`src/rtl/autoconfig_seq.sv`:
```
// Power-up configuration sequencer: walks a writable {addr,data} table and issues
// every entry to each ADC channel over the config_start/config_done handshake.
module autoconfig_seq #(
  parameter int NUM_CHANNELS = 2,
  parameter int REG_COUNT    = 9,
  parameter int DATA_WIDTH   = 16,
  parameter int ADDR_WIDTH   = 4,
  parameter int TIMEOUT      = 1023,
  parameter int MAX_RETRIES  = 2,
  parameter int AUTO_START   = 1,
  parameter logic [REG_COUNT*(ADDR_WIDTH+DATA_WIDTH)-1:0] DEFAULT_TABLE = '0
) (
  input  logic                  clk,
  input  logic                  rst,
  input  logic                  start,
  output logic                  busy,
  output logic                  done,
  output logic                  error,
  output logic [2:0]            err_chan,
  output logic [3:0]            err_index,
  output logic [DATA_WIDTH-1:0] config_data,
  output logic [ADDR_WIDTH-1:0] config_addr,
  output logic [2:0]            config_chan,
  output logic                  config_start,
  input  logic                  config_done,
  input  logic                  tbl_we,
  input  logic [3:0]            tbl_index,
  input  logic [ADDR_WIDTH-1:0] tbl_waddr,
  input  logic [DATA_WIDTH-1:0] tbl_wdata
);

  localparam int EW = ADDR_WIDTH + DATA_WIDTH;
  localparam int IW = (REG_COUNT > 1) ? $clog2(REG_COUNT) : 1;
  localparam int TN = 2 ** IW;
  localparam int CW = (NUM_CHANNELS > 1) ? $clog2(NUM_CHANNELS) : 1;
  localparam int TW = $clog2(TIMEOUT + 1);
  localparam int RW = (MAX_RETRIES > 0) ? $clog2(MAX_RETRIES + 1) : 1;
  // Table is padded to a power of two so the index never runs past the array.
  localparam logic [TN*EW-1:0] DEF_PAD = (TN*EW)'(DEFAULT_TABLE);

  localparam logic [2:0] S_IDLE  = 3'd0;
  localparam logic [2:0] S_ISSUE = 3'd1;
  localparam logic [2:0] S_WAIT  = 3'd2;
  localparam logic [2:0] S_NEXT  = 3'd3;
  localparam logic [2:0] S_DONE  = 3'd4;

  logic [2:0]            r_state;
  logic [IW-1:0]         r_idx;
  logic [CW-1:0]         r_chan;
  logic [RW-1:0]         r_retries;
  logic [TW-1:0]         r_timer;
  logic                  r_auto_pend;
  logic                  r_cfg_start;
  logic                  r_error;
  logic [CW-1:0]         r_err_chan;
  logic [IW-1:0]         r_err_index;
  logic [ADDR_WIDTH-1:0] r_cfg_addr;
  logic [DATA_WIDTH-1:0] r_cfg_data;
  logic [CW-1:0]         r_cfg_chan;
  logic [EW-1:0]         r_tbl [TN];
  logic                  w_busy;
  logic                  w_tbl_wr;

  assign w_busy   = (r_state == S_ISSUE) || (r_state == S_WAIT) || (r_state == S_NEXT);
  assign w_tbl_wr = tbl_we && !w_busy && ({28'b0, tbl_index} < 32'(REG_COUNT));

  always_ff @(posedge clk or negedge rst) begin
    if (!rst) begin
      r_state     <= S_IDLE;
      r_idx       <= '0;
      r_chan      <= '0;
      r_retries   <= '0;
      r_timer     <= '0;
      r_auto_pend <= (AUTO_START != 0);
      r_cfg_start <= 1'b0;
      r_error     <= 1'b0;
      r_err_chan  <= '0;
      r_err_index <= '0;
      r_cfg_addr  <= '0;
      r_cfg_data  <= '0;
      r_cfg_chan  <= '0;
      for (int unsigned i = 0; i < TN; i++) r_tbl[i] <= DEF_PAD[i*EW +: EW];
    end else begin
      r_cfg_start <= 1'b0;
      r_auto_pend <= 1'b0;
      if (w_tbl_wr) r_tbl[tbl_index[IW-1:0]] <= {tbl_waddr, tbl_wdata};
      case (r_state)
        S_IDLE, S_DONE: begin
          if (start || r_auto_pend) begin
            r_error     <= 1'b0;
            r_err_chan  <= '0;
            r_err_index <= '0;
            r_idx       <= '0;
            r_chan      <= '0;
            r_retries   <= '0;
            r_state     <= S_ISSUE;
          end
        end
        S_ISSUE: begin
          {r_cfg_addr, r_cfg_data} <= r_tbl[r_idx];
          r_cfg_chan  <= r_chan;
          r_cfg_start <= 1'b1;
          r_timer     <= TW'(TIMEOUT);
          r_state     <= S_WAIT;
        end
        S_WAIT: begin
          if (config_done) begin
            r_state <= S_NEXT;
          end else if (r_timer == '0) begin
            if (r_retries < RW'(MAX_RETRIES)) begin
              r_retries <= r_retries + RW'(1);
              r_state   <= S_ISSUE;
            end else begin
              // Only the first failure of a run is recorded.
              if (!r_error) begin
                r_error     <= 1'b1;
                r_err_chan  <= r_chan;
                r_err_index <= r_idx;
              end
              r_state <= S_NEXT;
            end
          end else begin
            r_timer <= r_timer - TW'(1);
          end
        end
        S_NEXT: begin
          r_retries <= '0;
          if (r_idx == IW'(REG_COUNT - 1)) begin
            r_idx <= '0;
            if (r_chan == CW'(NUM_CHANNELS - 1)) begin
              r_state <= S_DONE;
            end else begin
              r_chan  <= r_chan + CW'(1);
              r_state <= S_ISSUE;
            end
          end else begin
            r_idx   <= r_idx + IW'(1);
            r_state <= S_ISSUE;
          end
        end
        default: r_state <= S_IDLE;
      endcase
    end
  end

  assign busy         = w_busy;
  assign done         = (r_state == S_DONE);
  assign error        = r_error;
  assign err_chan     = 3'(r_err_chan);
  assign err_index    = 4'(r_err_index);
  assign config_data  = r_cfg_data;
  assign config_addr  = r_cfg_addr;
  assign config_chan  = 3'(r_cfg_chan);
  assign config_start = r_cfg_start;

endmodule

```
`config.mk`:
```
export PLATFORM = sky130hd
export DESIGN_NAME = autoconfig_seq
export DESIGN_NICKNAME = d
export VERILOG_FILES = /design/src/rtl/autoconfig_seq.sv
export SDC_FILE = /design/constraint.sdc
export NUM_CORES = 1
export LEC_CHECK = 0
export CORE_MARGIN = 8
export CORE_UTILIZATION = 55
export CTS_BUF_LIST = sky130_fd_sc_hd__clkbuf_16
export CTS_CLUSTER_DIAMETER = 60
export DETAILED_ROUTE_END_ITERATION = 8
export GPL_TIMING_DRIVEN = 0
export PLACE_DENSITY = 0.73
export REMOVE_ABC_BUFFERS = 1
export SKIP_LAST_GASP = 1
export SYNTH_ARGS = -nofsm -noshare
export SYNTH_HDL_FRONTEND = slang
export SYNTH_SLANG_ARGS = --single-unit
```
`constraint.sdc`:
```
create_clock -name clk -period 3.88 [get_ports clk]
set_input_delay 0.388 -clock clk [delete_from_list [all_inputs] [get_ports clk]]
set_output_delay 0.388 -clock clk [all_outputs]
set_load 0.01 [all_outputs]
```
== After elaboration in Yosys (flattened, before gate mapping) ==
Cells that the tools add are included.
W data, S select, Z words.
Word-level totals
  register bits: 369
  input port bits: 29
  output and inout port bits: 34
  word-level logic and storage cells: 118
Cells by class
  $add $sub $neg: 4
  $lt $le $gt $ge: 5
  eq/ne operators: 14
  muxes and demuxes: 43
  bitwise gates (word level): 2
  reduce and logical (&&, ||, !) cells: 21
Operators with widths (count)
  $bwmux W320: 1
  $bmux W20 S4: 1
  $demux W20 S4: 1
  $mux W20: 3
  $mux W4: 6
  $mux W10: 2
  $pmux W10 S2: 1
  $pmux W4 S2: 2
  $mux W3: 5
  $pmux W3 S4: 1
  $mux W1: 11
  $ge A5 B5 Y1 const B: 2
  $logic_not A10 Y1: 1
  $mux W2: 5
  $ne A2 B2 Y1 const B: 5
  $not A4 Y5: 2
  $reduce_and A5 Y1: 2
  $sub A10 B1 Y10 const B: 1
  $eq A3 B2 Y1 const B: 2
  $ne A2 B1 Y1 const B: 3
  $pmux W1 S2: 3
  $pmux W2 S3: 1
  $reduce_and A3 Y1: 2
  $reduce_and A6 Y1: 1
  other kinds (18): 25

== Depth between registers and ports, before layout ==
  depth after elaboration: 6
  gate-level depth with buffers: 9
  mapped depth without buffers: 6

== Worst setup path after synthesis ==
Ideal clock, no wire load.
  path type: reg2reg
  from: register r_timer[0]
  to: register r_timer[6]
  library setup time: 0.134 ns
  arrival: 1.720 ns
  data required time: 3.746 ns
  path slack: 2.026 ns
  stages on the path, launching flop included: 7
  path buffers: 0
  period minus slack after synthesis: 1.854 ns
  path through: dfrtp_1 inv_1 ha_1 or3b_2 a2111oi_4 xnor2_1 nand2_1
On the way
  cells in the longest elaborated chain, start to end: 4
  elaborated cells between the ends (all ways): 7
  those cells by class: add/sub: 1; eq/ne: 1; mux: 3; reduce/logical: 2
RTL lines
  start: declaration: line 51  | logic [TW-1:0] r_timer;
  start signal: assignment: line 103  | r_timer <= TW'(TIMEOUT);
  start signal: assignment: line 123  | r_timer <= r_timer - TW'(1);
  $sub A10 B1 Y10: line 123
  $mux W10: line 109  | end else if (r_timer == '0) begin
  $mux W10: line 107  | if (config_done) begin
  $pmux W10 S2: line 87  | case (r_state)
Parallel ways exist; a longest one is shown, timed or not. The select of a mux whose other input is x is not followed.
A chain may end at the register's enable or synchronous reset.

== Worst setup path in the final report ==
  from: register r_state[1]
  to: register r_timer[9]
On the way
  cells in the longest elaborated chain, start to end: 3
  elaborated cells between the ends (all ways): 7
  those cells by class: eq/ne: 4; mux: 1; reduce/logical: 2
RTL lines
  start: declaration: line 47  | logic [2:0] r_state;
  start signal: assignment: line 69  | r_state <= S_IDLE;
  start signal: assignment: line 96  | r_state <= S_ISSUE;
  start signal: assignment: line 104  | r_state <= S_WAIT;
  $eq A3 B2 Y1 / $eq A3 B1 Y1 (equally long branches): line 87
  $ne A2 B2 Y1 (no source line) / $reduce_bool A2 Y1 (equally long branches)
  $reduce_and A3 Y1 (no source line)
Parallel ways exist; a longest one is shown, timed or not.

==> summary by stage <==
Logic synthesis
For this run, the leading register cell type out of synthesis is sky130_fd_sc_hd__dfrtp_1. For this run, asynchronously set or reset flops after synthesis account for between 90% and 100%. Synthesis inferred between 300 and 400 register bits. The post-synthesis average cell area is about 14 µm². The fraction of post-synthesis cell area in the top cell type by area is about three fifths. Sorting the synthesized cells by area gives the leading types as sky130_fd_sc_hd__dfrtp_1, sky130_fd_sc_hd__mux2_2, sky130_fd_sc_hd__mux4_2. After synthesis, the most frequently instantiated cells are sky130_fd_sc_hd__dfrtp_1, sky130_fd_sc_hd__mux2_2, sky130_fd_sc_hd__clkbuf_1, sky130_fd_sc_hd__mux2i_1, sky130_fd_sc_hd__mux4_2. The cell area that synthesis handed to floorplanning was about 15000 µm². The post-synthesis cell count is between 1000 and 1500. The number of synthesized flops with an enable pin is 0. The most instantiated library cell after synthesis is sky130_fd_sc_hd__dfrtp_1. sky130_fd_sc_hd__dfrtp_1 takes more of the synthesized area than any other cell. The number of different library cells used by synthesis comes to 57. The portion of the post-synthesis area used by sequential elements is 59.7%. Yosys printed 0 warnings.

Critical path
The cell type group with the largest total delay on the critical path is buffers and inverters. The critical path goes through inv_1 -> nand3_2 -> clkinvlp_2 -> nor2_1 -> mux2i_1. STA puts the critical path data arrival time at between 3 and 4 ns. The sort of element at the end of the critical path is a flip-flop. The buffering stage count on the worst path with inverters included is 2. In this run the worst path has a maximum fanout of 26. The critical path start-end classification is flip-flop to flip-flop. The worst setup slack for register-to-register paths is just over 0.9 ns. The critical path's slowest cell is sky130_fd_sc_hd__clkinvlp_2. The critical register-to-register path startpoint is r_state[1]$_DFFE_PN0P_.

The worst register-to-register path ends at r_timer[9]$_DFFE_PN0P_. The worst path required time is approximately 4.3 ns. For the worst flop-to-flop path, the logic depth is 5. The maximum cell stage delay along the critical path is roughly 1.1 ns. The startpoint type of the worst setup path is a flip-flop.

Route
The met2 wire length is roughly 15000 µm. The routed via count divided by cell count is roughly 5.7. The number of remaining DRC errors is 0.

The met3 routed wirelength is 1320 µm. The uppermost signal routing layer after detailed routing is met4. For this block, wires on met1 add up to ~14000 µm. The final routed wirelength across all metal layers is ~31000 µm. After detailed routing, the average wire length per cell comes to roughly 21 µm. The number of DRC markers after the initial detailed-route iteration is 563. The antenna violation net count after detailed routing is 0. The detailed-router iteration count before antenna repair is 4.

Across all layers, the routed design uses about 8300 vias.

Hold path
The startpoint of the tightest hold check path is r_tbl[10]$_DFFE_PN0P_. The end point of the most critical hold path is r_tbl[10]$_DFFE_PN0P_. The path class of the tightest hold or removal check is flip-flop to flip-flop. The instance count along the most critical hold path is 0.

Floorplan
The area of the die is 33700 µm². 63 I/O pins were placed. The die width is between 150 and 200 µm. The standard cell core area is approximately 28000 µm².

The cell row count is between 60 and 70. The initial utilization of the core area, before any placement, comes to a little under three fifths. The die is 184 µm tall.

Clock network
TritonCTS built the clock tree. The clock-pin slew reported for the worst setup and hold paths after clock tree synthesis is about 0.06 ns. The clock latency on the worst-skew pair is 0.52 ns. The cell sitting at the root of the clock tree is a sky130_fd_sc_hd__clkbuf_16.

Post-CTS timing repair inserted 0 buffers for setup. The post-cts resize count is 0. The deepest clock path buffer count is 3. The clock tree synthesis step divided the H-tree into 2 levels.

The number of sinks on the clock net is around 370. The number of CTS-inserted buffers is 39.

Power
The peak ir drop on the vdd network is 0.348 mV. The power per cell area is around 720 nW/µm². Summed over all cells, the static leakage comes to 7.84 nW.

Global route
The largest net degree at the start of global routing is around 130. The total congestion overflow after global routing is 0. In the global route stage, overall resource usage came out at between 10% and 20%. The global-route wire length before repair is 49700 µm.

The number of global-route vias before repair is approximately 9000. The number of antenna violations at the first check in global routing came to 0.

STA
Setup violations remaining at the end of the flow were counted as 0. Setup repair after global routing left no endpoint under its margin. The final period utilization is between 70% and 80%. Derived from the worst setup path, the maximum achievable clock frequency is around 340 MHz. The worst slew slack as a fraction of its limit is between 10% and 20%. The final hold violation count is 0. Across all hold checks on the routed design, the worst slack comes to between 0.3 and 0.4 ns. The count of final max-slew check failures is 0.

For the pin with the worst max-slew slack, the measured transition is roughly 1.3 ns. The worst clock skew is 0.0151 ns. For the finished layout, the period the worst path requires is slightly below 3 ns.

Outcome
The flow ran to the end, and the final reports show no timing, DRC or antenna violations.

Layout
The filler cells instantiated in the layout total approximately 2100. The number of nets in the layout is 1072. Relative to the synthesized area, the layout overhead comes to 11.6%.

Cells fill between 60% and 70% of the core in the end. The ratio of cells with drive above 1 in the final layout is between 20% and 30%. The antenna diode instance count is 0.

Job
The number of max-capacitance violations reported is 0.

Place
The routability congestion estimate is between 0.7 and 0.8. During placement, the flow inserted port buffers numbering 58. The post-detailed-placement half-perimeter wirelength is between 15000 and 20000 µm.
==> per-layer routing <==
metal / track usage, % / up-vias
li1: - / 3755
met1: 25.2 / 4275
met2: 31.3 / 172
met3: 3.12 / 49
met4: 5.89 / 0
met5: 0 / -
==> what timing repair did <==
| action | 4_1_cts | 5_1_grt |
|---|---|---|
| hold endpoints to repair | 43 | 0 |
| endpoints found under the setup margin | 5 | 0 |
| hold buffers | 1 | 0 |
==> report_power, final <==
part / switching, W / internal, W
registers: 0.000655 / 0.00482
clock network: 0.00148 / 0.00220
logic: 0.00138 / 0.00186
total: 0.00351 / 0.00888
==> worst max-delay path by stage <==
stage	start	end	slack, ns	depth (start not counted)
3_5_place_dp	r_state[0]$_DFFE_PN0P_	r_timer[1]$_DFFE_PN0P_	-0.07	4
2_1_floorplan	r_idx[0]$_DFFE_PN0P_	config_addr[0]$_DFFE_PN0N_	-1.41	3
6_report	r_state[1]$_DFFE_PN0P_	r_timer[9]$_DFFE_PN0P_	0.93	5
5_1_grt	r_state[1]$_DFFE_PN0P_	r_timer[9]$_DFFE_PN0P_	0.73	5
4_1_cts	r_state[0]$_DFFE_PN0P_	r_timer[9]$_DFFE_PN0P_	-0.0009	4
3_3_place_gp	rst	r_tbl[161]$_DFFE_PN0P_	-13.12	1
==> area by class of cell <==
type	instances	area, µm²	area share [%]
sequential	369	9240	53.6
multi-input combinational	548	5380	31.2
timing repair buffer	72	832	4.82
clock buffer	40	1000	5.80
timing repair inverter	1	5.00	0.0290
tap	378	473	2.74
clock inverter	31	277	1.60
inverter	9	33.8	0.196
==> flip-flops by register name (all words and copies together) (netlist names), 2 cells and up <==
name         flops
config_data     16
config_addr      4
err_index        4
r_retries        2
r_idx            4
r_tbl          320
r_timer         10
r_state          3
==> through the flow <==
step	TNS, ns	total power, W	instance area [µm²]	std cells	setup slack [ns]
floorplan	-36.03	0.00777	14600	926	-1.41
global placement	-4976.12	0.00866	15700	1362	-13.12
detailed placement	-0.120	0.00878	15900	1375	-0.0697
CTS	-0.000933	0.0125	17200	1448	-0.000933
global route	0	0.0130	17200	1448	0.732
finish	0	0.0124	17200	1448	0.934
==> cells by family after synthesis <==
group | Yosys count | synth area share (%)
AOI/OAI and AO/OA | 116 | 5.16
xor gates and xnor gates | 5 | 0.283
adders and majority gates | 3 | 0.243
buffers and inverters | 212 | 5.79
DFF | 369 | 59.7
muxes | 302 | 24.4
other | 1 | 0.0243
and+or+nand+nor | 117 | 4.34
==> cell usage in the layout, fill, tap and decap left out, types with 26 or more instances in the layout <==
cell type,count
sky130_fd_sc_hd__nor2_1,31
sky130_fd_sc_hd__dfrtp_1,366
sky130_fd_sc_hd__a21oi_1,28
sky130_fd_sc_hd__clkdlybuf4s50_1,57
sky130_fd_sc_hd__mux4_2,42
sky130_fd_sc_hd__clkbuf_16,40
sky130_fd_sc_hd__mux2i_1,80
sky130_fd_sc_hd__o22ai_1,40
sky130_fd_sc_hd__nor3_1,26
sky130_fd_sc_hd__mux2_2,179
==> worst reg2reg max path, stage by stage (launching register included) <==
cell                         delay (ns)
sky130_fd_sc_hd__dfrtp_1           0.56
sky130_fd_sc_hd__inv_1             0.15
sky130_fd_sc_hd__nand3_2           0.55
sky130_fd_sc_hd__clkinvlp_2        1.14
sky130_fd_sc_hd__nor2_1            0.32
sky130_fd_sc_hd__mux2i_1           0.10
Power figures use the tool's default switching activity.
